[src/rtl/exec_controller_pkg.sv]
`default_nettype none
// ============================================================================
// Module      : exec_controller_pkg
// Description : Shared types for the 4-bit cpu core and its execution controller.
// Revision    : 1.0 - initial release
// ============================================================================
package exec_controller_pkg;

    typedef enum logic [3:0] {
        NOP = 4'h0,
        LDI = 4'h1,
        ADD = 4'h2,
        SUB = 4'h3,
        LDA = 4'h4,
        STA = 4'h5,
        OUT = 4'h6,
        JZ  = 4'hE,
        JMP = 4'hF
    } opcode_t;

    typedef struct packed {
        logic       mode;
        logic [3:0] addr;
    } virt_addr_t;

    typedef struct packed {
        virt_addr_t virt_addr;
    } addr_t;

    typedef struct packed {
        opcode_t    opcode;
        logic [3:0] imm;
    } data_t;

    typedef enum logic [2:0] {
        ST_IDLE = 3'd0,
        ST_RUN  = 3'd1,
        ST_STEP = 3'd2,
        ST_LOAD = 3'd3,
        ST_CLR  = 3'd4
    } exec_state_t;

    typedef enum logic [1:0] {
        CMD_HALT = 2'd0,
        CMD_RUN  = 2'd1,
        CMD_STEP = 2'd2,
        CMD_LOAD = 2'd3
    } exec_cmd_t;

    localparam int MEM_WORDS = 32;

    // CLR is an internal tail of LOAD and is reported as LOAD.
    function automatic logic [1:0] state_code(input exec_state_t s);
        return (s == ST_CLR) ? 2'd3 : s[1:0];
    endfunction

endpackage
`default_nettype wire

[src/rtl/exec_controller_run_divider.sv]
`default_nettype none
// ============================================================================
// Module      : run_divider
// Description : RUN-mode period counter; flags when the next cycle is a step.
// Revision    : 1.0 - initial release
// ============================================================================
module run_divider #(
    parameter int DIV_W = 16
) (
    input  logic             clock,
    input  logic             reset,
    input  logic             en,
    input  logic             load,
    input  logic [DIV_W-1:0] period_in,
    output logic             pulse_next
);

    logic [DIV_W-1:0] cnt_q, cnt_d;
    logic [DIV_W-1:0] period_q, period_d;

    // pulse_next looks ahead one cycle so the step output can be registered.
    always_comb begin
        period_d = load ? period_in : period_q;
        cnt_d    = cnt_q;
        if (load) begin
            cnt_d = '0;
        end else if (en) begin
            cnt_d = (cnt_q == period_q) ? '0 : cnt_q + DIV_W'(1);
        end
        pulse_next = (cnt_d == period_d);
    end

    always_ff @(posedge clock or posedge reset) begin
        if (reset) begin
            cnt_q    <= '0;
            period_q <= '0;
        end else begin
            cnt_q    <= cnt_d;
            period_q <= period_d;
        end
    end

endmodule
`default_nettype wire

[src/rtl/exec_controller.sv]
`default_nettype none
// ============================================================================
// Module      : exec_controller
// Description : Program store, byte-stream loader and step pacing for the cpu.
// Revision    : 1.0 - initial release
// ============================================================================
module exec_controller
    import exec_controller_pkg::*;
#(
    parameter int DIV_W = 16
) (
    input  logic             clock,
    input  logic             reset,
    input  logic             cmd_valid,
    output logic             cmd_ready,
    input  logic [1:0]       cmd_op,
    input  logic [DIV_W-1:0] cmd_arg,
    input  logic             ld_valid,
    output logic             ld_ready,
    input  data_t            ld_data,
    input  logic             ld_last,
    input  addr_t            cpu_addr,
    output data_t            cpu_data,
    output logic             cpu_step,
    output logic             cpu_reset,
    output logic [1:0]       state,
    output logic             loop_halt
);

    exec_state_t state_q, state_d;
    logic        cpu_step_q, cpu_step_d;
    logic        cpu_reset_q, cpu_reset_d;
    logic        loop_halt_q, loop_halt_d;
    logic [4:0]  ld_ptr_q, ld_ptr_d;
    logic [7:0]  mem_q [MEM_WORDS];
    logic [7:0]  mem_d [MEM_WORDS];

    logic cmd_fire, ld_fire, self_jump, div_load, div_pulse_next;

    assign cmd_ready = (state_q == ST_IDLE) || (state_q == ST_RUN);
    assign ld_ready  = (state_q == ST_LOAD);
    assign cmd_fire  = cmd_valid && cmd_ready;
    assign ld_fire   = ld_valid && ld_ready;
    assign cpu_data  = data_t'(mem_q[cpu_addr]);

    assign cpu_step  = cpu_step_q;
    assign cpu_reset = cpu_reset_q;
    assign loop_halt = loop_halt_q;
    assign state     = state_code(state_q);

    // The core is parked when the instruction it is executing jumps to itself.
    assign self_jump = (state_q == ST_RUN) && cpu_step_q &&
                       (cpu_data.opcode == JMP) &&
                       (cpu_data.imm == cpu_addr.virt_addr.addr);

    run_divider #(.DIV_W(DIV_W)) u_run_divider (
        .clock      (clock),
        .reset      (reset),
        .en         (state_q == ST_RUN),
        .load       (div_load),
        .period_in  (cmd_arg),
        .pulse_next (div_pulse_next)
    );

    always_comb begin
        state_d     = state_q;
        ld_ptr_d    = ld_ptr_q;
        mem_d       = mem_q;
        div_load    = 1'b0;
        loop_halt_d = cmd_fire ? 1'b0 : loop_halt_q;

        case (state_q)
            ST_IDLE, ST_RUN: begin
                if (cmd_fire) begin
                    case (exec_cmd_t'(cmd_op))
                        CMD_HALT: state_d = ST_IDLE;
                        CMD_RUN: begin
                            state_d  = ST_RUN;
                            div_load = 1'b1;
                        end
                        CMD_STEP: state_d = ST_STEP;
                        CMD_LOAD: begin
                            state_d  = ST_LOAD;
                            ld_ptr_d = '0;
                        end
                        default: state_d = state_q;
                    endcase
                end
                // Auto-halt overrides RUN/STEP requests, but a LOAD still proceeds.
                if (self_jump) begin
                    loop_halt_d = 1'b1;
                    if (!(cmd_fire && (exec_cmd_t'(cmd_op) == CMD_LOAD))) begin
                        state_d  = ST_IDLE;
                        div_load = 1'b0;
                    end
                end
            end
            ST_STEP: state_d = ST_IDLE;
            ST_LOAD: begin
                if (ld_fire) begin
                    mem_d[ld_ptr_q] = ld_data;
                    ld_ptr_d        = ld_ptr_q + 5'd1;
                    if (ld_last || (ld_ptr_q == 5'd31)) begin
                        state_d = ST_CLR;
                    end
                end
            end
            ST_CLR:  state_d = ST_IDLE;
            default: state_d = ST_IDLE;
        endcase

        cpu_step_d  = (state_d == ST_STEP) || ((state_d == ST_RUN) && div_pulse_next);
        cpu_reset_d = (state_d == ST_LOAD) || (state_d == ST_CLR);
    end

    always_ff @(posedge clock or posedge reset) begin
        if (reset) begin
            state_q     <= ST_IDLE;
            cpu_step_q  <= 1'b0;
            cpu_reset_q <= 1'b1;
            loop_halt_q <= 1'b0;
            ld_ptr_q    <= '0;
            for (int i = 0; i < MEM_WORDS; i++) begin
                mem_q[i] <= '0;
            end
        end else begin
            state_q     <= state_d;
            cpu_step_q  <= cpu_step_d;
            cpu_reset_q <= cpu_reset_d;
            loop_halt_q <= loop_halt_d;
            ld_ptr_q    <= ld_ptr_d;
            mem_q       <= mem_d;
        end
    end

endmodule
`default_nettype wire

[config.mk]
export PLATFORM = sky130hd
export DESIGN_NAME = exec_controller
export DESIGN_NICKNAME = d
export VERILOG_FILES = /design/src/rtl/exec_controller_pkg.sv /design/src/rtl/exec_controller_run_divider.sv /design/src/rtl/exec_controller.sv
export SDC_FILE = /design/constraint.sdc
export NUM_CORES = 1
export LEC_CHECK = 0
export ABC_AREA = 0
export BUFFER_PORTS_ARGS = -buffer_cell sky130_fd_sc_hd__buf_4
export CAP_MARGIN = 40
export CORE_ASPECT_RATIO = 1.75
export CORE_UTILIZATION = 64
export CTS_BUF_LIST = sky130_fd_sc_hd__clkbuf_8
export CTS_CLUSTER_DIAMETER = 200
export DETAILED_ROUTE_END_ITERATION = 7
export PLACE_DENSITY_LB_ADDON = 0.15
export RECOVER_POWER = 25
export SETUP_SLACK_MARGIN = 0.1
export SYNTH_ARGS = -nofsm -noshare
export SYNTH_HDL_FRONTEND = slang
export SYNTH_SLANG_ARGS = --single-unit
[constraint.sdc]
create_clock -name clock -period 14.1 [get_ports clock]
set_input_delay 2.82 -clock clock [delete_from_list [all_inputs] [get_ports clock]]
set_output_delay 2.82 -clock clock [all_outputs]
set_load 0.02 [all_outputs]
# --- After elaboration in Yosys (flattened, before gate mapping) ---
# Index checks and enable logic that the tools add are counted.
totals:
  word_cells: 112
  regBits: 299
  output_inout_bits: 15
classes:
  muxes: 30
  bitwise: 2
  add_sub_neg: 2
  magnitude_cmp: 3
  reduce_logical: 18
  eq_ne: 18
op_table:
  columns: ["operator", "n"]
  rows:
  - ["bitwise mux 256 bit", 1]
  - ["2-to-1 mux 16 bit", 4]
  - ["binary-select mux 8 bit (select 5 bit)", 1]
  - ["demux 8 bit (select 5 bit)", 1]
  - ["equality test 16 bit", 2]
  - ["2-to-1 mux 8 bit", 3]
  - ["adder 16 x 1 -> 16 bit (second input constant)", 1]
  - ["2-to-1 mux 3 bit", 5]
  - ["2-to-1 mux 5 bit", 3]
  - ["greater-or-equal comparator 6 bit (second input constant)", 2]
  - ["NOT 5 -> 6 bit", 2]
  - ["one-hot mux 3 bit (4 select lines)", 1]
  - ["one-hot mux 5 bit (2 select lines)", 1]
  - ["equality test 3 x 2 -> 1 bit (second input constant)", 3]
  - ["logical AND 1 bit", 8]
  - ["2-to-1 mux 1 bit", 8]
  - ["equality test 3 x 1 -> 1 bit (second input constant)", 2]
  - ["equality test 3 bit (second input constant)", 2]
  - ["less-than comparator 6 x 1 -> 1 bit (second input constant)", 1]
  - ["one-hot mux 3 bit (2 select lines)", 1]
  - ["adder 5 x 1 -> 5 bit (second input constant)", 1]
  - ["equality test 5 bit (second input constant)", 1]
  - ["equality test 2 bit (second input constant)", 2]
  - ["equality test 4 bit", 1]
  - ["other kinds (12)", 16]

# --- Logic depth before layout (Yosys ltp) ---
depth:
  word_depth: 13
  ltp_mapped: 16
  ltp_nobuf: 10

# --- Hierarchy ---
# From an unflattened synthesis, not the netlist that was laid out.
hier_totals:
  cells_unflattened: 1044
  hier_area_um2: 14508.9
modules_own_cells:
  columns: ["module", "instances", "area_each_um2", "cells_per_inst"]
  rows:
  - ["exec_controller", 1, 12408.2, 826]
  - ["run_divider", 1, 2100.8, 218]

# --- Worst setup path before layout ---
# OpenSTA, ideal clock, no wires.
synth_path:
  path_type: "input to output"
  startpoint: "input port cpu_addr[1] (netlist name)"
  endpoint: "output port cpu_data[6] (netlist name)"
  slack_ps: 6564
  path_stages: 6
  arrival_ps: 4716
  cell_sequence: "buf_6 -> buf_6 -> buf_2 -> mux4_2 -> mux4_2 -> mux2_2"
synth_lines:
  columns: ["item", "line_no", "rtl"]
  rows:
  - ["start: declaration", "exec_controller.sv:22", "input addr_t cpu_addr,"]
  - ["end: declaration", "exec_controller.sv:23", "output data_t cpu_data,"]

==> impl_results.md <==
- Critical Path Start Type: input pin
- Main synth FF type: dfrtp_1
- #FFs+latches synth: 299
- Die height: 201 µm
- Initial Util: 65.4%
- Fin util: 71.2%
- Clk buf depth: 3
- FMAX: 117 MHz
- Synth top cells by count: dfrtp_1 (298), mux2_2 (278), mux4_2 (61)
- Clock transition at path regs: 60 ps
- Status: finished with violations
- Final setup fails: 0
- Total Routed Length: 37,200 µm
- Synthesized area: 0.0145 mm²
- Violated checks: max-capacitance violations, max-slew violations
- Chip width: 116 µm
- Root buf cell: clkbuf_8
- DR WL/cell: 26.9 µm
- Clk_lat worst skew: 590 ps
- Syn nets: 1,075
- Post_cts resized: 0
- Async SR Flop Fraction: 100%
- Core area: 0.0222 mm²
- I/O Pins: 51
- Tcrit/Tclk final: 60.5%
- Hold Path Class: reg -> reg
- CP Max Fanout: 41
- Pin count of the biggest net entering global routing: 94
- Synth area leaders: dfrtp_1 (51%), mux2_2 (22%), mux4_2 (9.5%)
- Lkg Pwr: 7.67 nW
- Min cycle time layout: 8530 ps
- Worst-margin pin slew: 4250 ps
- Residual DRC count: 0
- Cell variety after synth: 58
- Setup Crit Path Kind: in -> out
- Max Cap Viol: 3
- Count leader, synth: dfrtp_1
- Hold buffers post-CTS: 0
- Setup TNS: 0 ps
- DIE AREA: 0.0233 mm²
- DP Area: 0.0150 mm²
- Critical path buffer and inverter count: 3
- First-pass GRT wire length: 57,100 µm
- DR vias: 9,014
- CP Capture Type: primary output
- CTS Buf Count: 43
- Number of global-route vias before repair: 9,847
- Clock sinks: 299
- H-tree depth: 2
- Drt via density: 6.51
- Synthesis-to-layout area growth: 8.91%
- Net Sw Frac: 28.7%
- Gr ovfl total: 0
- Reg power frac: 49.8%
- Antenna Violating Nets Remaining: 0
- Required time of the worst setup path: 11,280 ps
- VDD IR max: 0.0000956 V
- Power Density: 132 mW/mm²
- R2r setup slk: 10,440 ps
- Syn avg cell area: 14.0 µm²
- Synth warn: 0
- R2r worst-path depth: 8
- Finished Cell Area: 0.0158 mm²
- Seq/Total Area, Yosys: 51.6%
- Logic pwr share: 17.5%
- Setup Fix Bufs, Post-CTS: 0
- Crit path setup slack, layout: 5570 ps
- Share of cells above drive strength 1: 42.6%
- Initial antenna violation count: 1
- RSZ-0062 raised after global routing: no
- DR iter-0 viols: 533
- Routability-driven placement congestion ratio: 0.981
- Final hold violations: 0
- Port bufs: 50
- Worst hold slack: 484 ps
- Clk_skew: 29.3 ps
- # rows: 72
- Hold Path Stages: 2
- Clock Power Share: 32.7%
- Post-synth EDFFs: 0
- Psw: 0.000597 W
- Max stage delay on crit path: 710 ps
- Pint: 0.00148 W
- Max-slew violations: 174
- DP Worst Slack: 5530 ps
- Max-slew headroom: -185%
- Final #Nets: 1,110
- Filler Cell Count: 1,559
- Max stage delay cell, worst path: buf_4
- CP most frequent cell: buf_4
- Arrival time at the worst endpoint: 5710 ps
- Drt pass-1 iters: 5
- Top cell type by total area after synthesis: dfrtp_1
- Critical Path, Cell by Cell: buf_4 -> buf_4 -> mux4_1 -> mux4_2 -> mux2_4 -> buf_4
- Post-DP HPWL: 25,100 µm
- GRT Util Overall: 34.2%
- Worst path depth: 6
- Area share of the largest cell type after synthesis: 51.4%
- Delay-heaviest family, CP: multiplexers
- Syn Inst Count: 1,033
- TritonCTS clock tree: yes
- ANT cells: 0
==> sequential cells by signal (all words and copies together), names as in the netlist <==
signal,flops
u_run_divider.cnt_q,16
u_run_divider.period_q,16
cpu_reset,1
loop_halt,1
cpu_step,1
state_q,3
ld_ptr_q,5
mem_q,256
==> layer usage <==
layer | vias up | global-route usage (%) | share of wire [%]
met5 | - | 0 | 0
met4 | 0 | 23.8 | 7.1
met3 | 126 | 6.99 | 5.2
met2 | 317 | 58.0 | 53
met1 | 4704 | 37.9 | 35
li1 | 3867 | - | -
==> kinds of logic after synthesis <==
logic type / count (synthesis) / share of synthesized area (%)
buffers and inverters: 81 / 2.72
AOI/OAI and AO/OA: 53 / 2.46
and+or+nand+nor: 189 / 6.64
xor gates and xnor gates: 40 / 2.47
adders and majority gates: 6 / 0.518
DFF: 299 / 51.6
muxes: 365 / 33.6
==> layout by cell type, fill, tap and decap left out, types with 5 or more instances in the layout <==
master / count
clkbuf_8: 54
nor2_1: 38
dfrtp_1: 298
nor4_1: 5
a31oi_1: 5
mux4_1: 6
o21ai_0: 13
xor2_1: 7
nand3_1: 19
and3_1: 7
nor3_1: 11
nand4_1: 13
nor2b_1: 6
inv_1: 16
buf_4: 52
a21oi_1: 7
and3b_1: 5
xnor2_1: 32
mux4_2: 61
nand2b_1: 6
mux2i_1: 19
nand2_1: 57
ha_1: 6
mux2_2: 278
==> final cells by class <==
type                    instances  area [µm²]  area share, %
flip-flops and latches        299        7480           47.4
multi-input cells             653        6620           41.9
clock buffers                  54         743           4.71
repair buffers                 59         449           2.85
well taps                     296         370           2.35
clock inverters                11        76.3          0.483
inverters                      12        46.3          0.293
==> worst paths after layout <==
| kind | start | end |
|---|---|---|
| worst max-delay path | cpu_addr[1] | cpu_data[0] |
| worst min-delay path | loop_halt | loop_halt |
| worst max register to register | mem_q[67] | u_run_divider.cnt_q[3] |
| worst min register to register | loop_halt | loop_halt |
| max in group asynchronous | reset | mem_q[116] |
| min in group asynchronous | reset | ld_ptr_q[0] |
==> power groups by stage <==
stage	clock network, W	logic (W)	registers (W)
after global routing	0.000728	0.000393	0.00104
after global placement	0	0.000346	0.00104
after detailed placement	0	0.000357	0.00105
after floorplan	0	0.000268	0.00101
final	0.000681	0.000363	0.00104
after CTS	0.000693	0.000359	0.00103
==> through the flow <==
stage | total power (W) | instances
4_1_cts | 0.00208 | 1383
5_1_grt | 0.00217 | 1384
3_5_place_dp | 0.00140 | 1318
3_3_place_gp | 0.00139 | 1315
2_1_floorplan | 0.00128 | 1033
6_report | 0.00208 | 1384
==> worst register-to-register path, cell delays in order (launching register included) <==
cell	delay, ps
dfrtp_1	390
mux4_2	460
o211ai_1	360
o21ai_0	180
or4bb_1	530
or4_4	620
and2_4	260
nand2b_1	530
nor2_1	250
(Power assumes the default switching activity.)
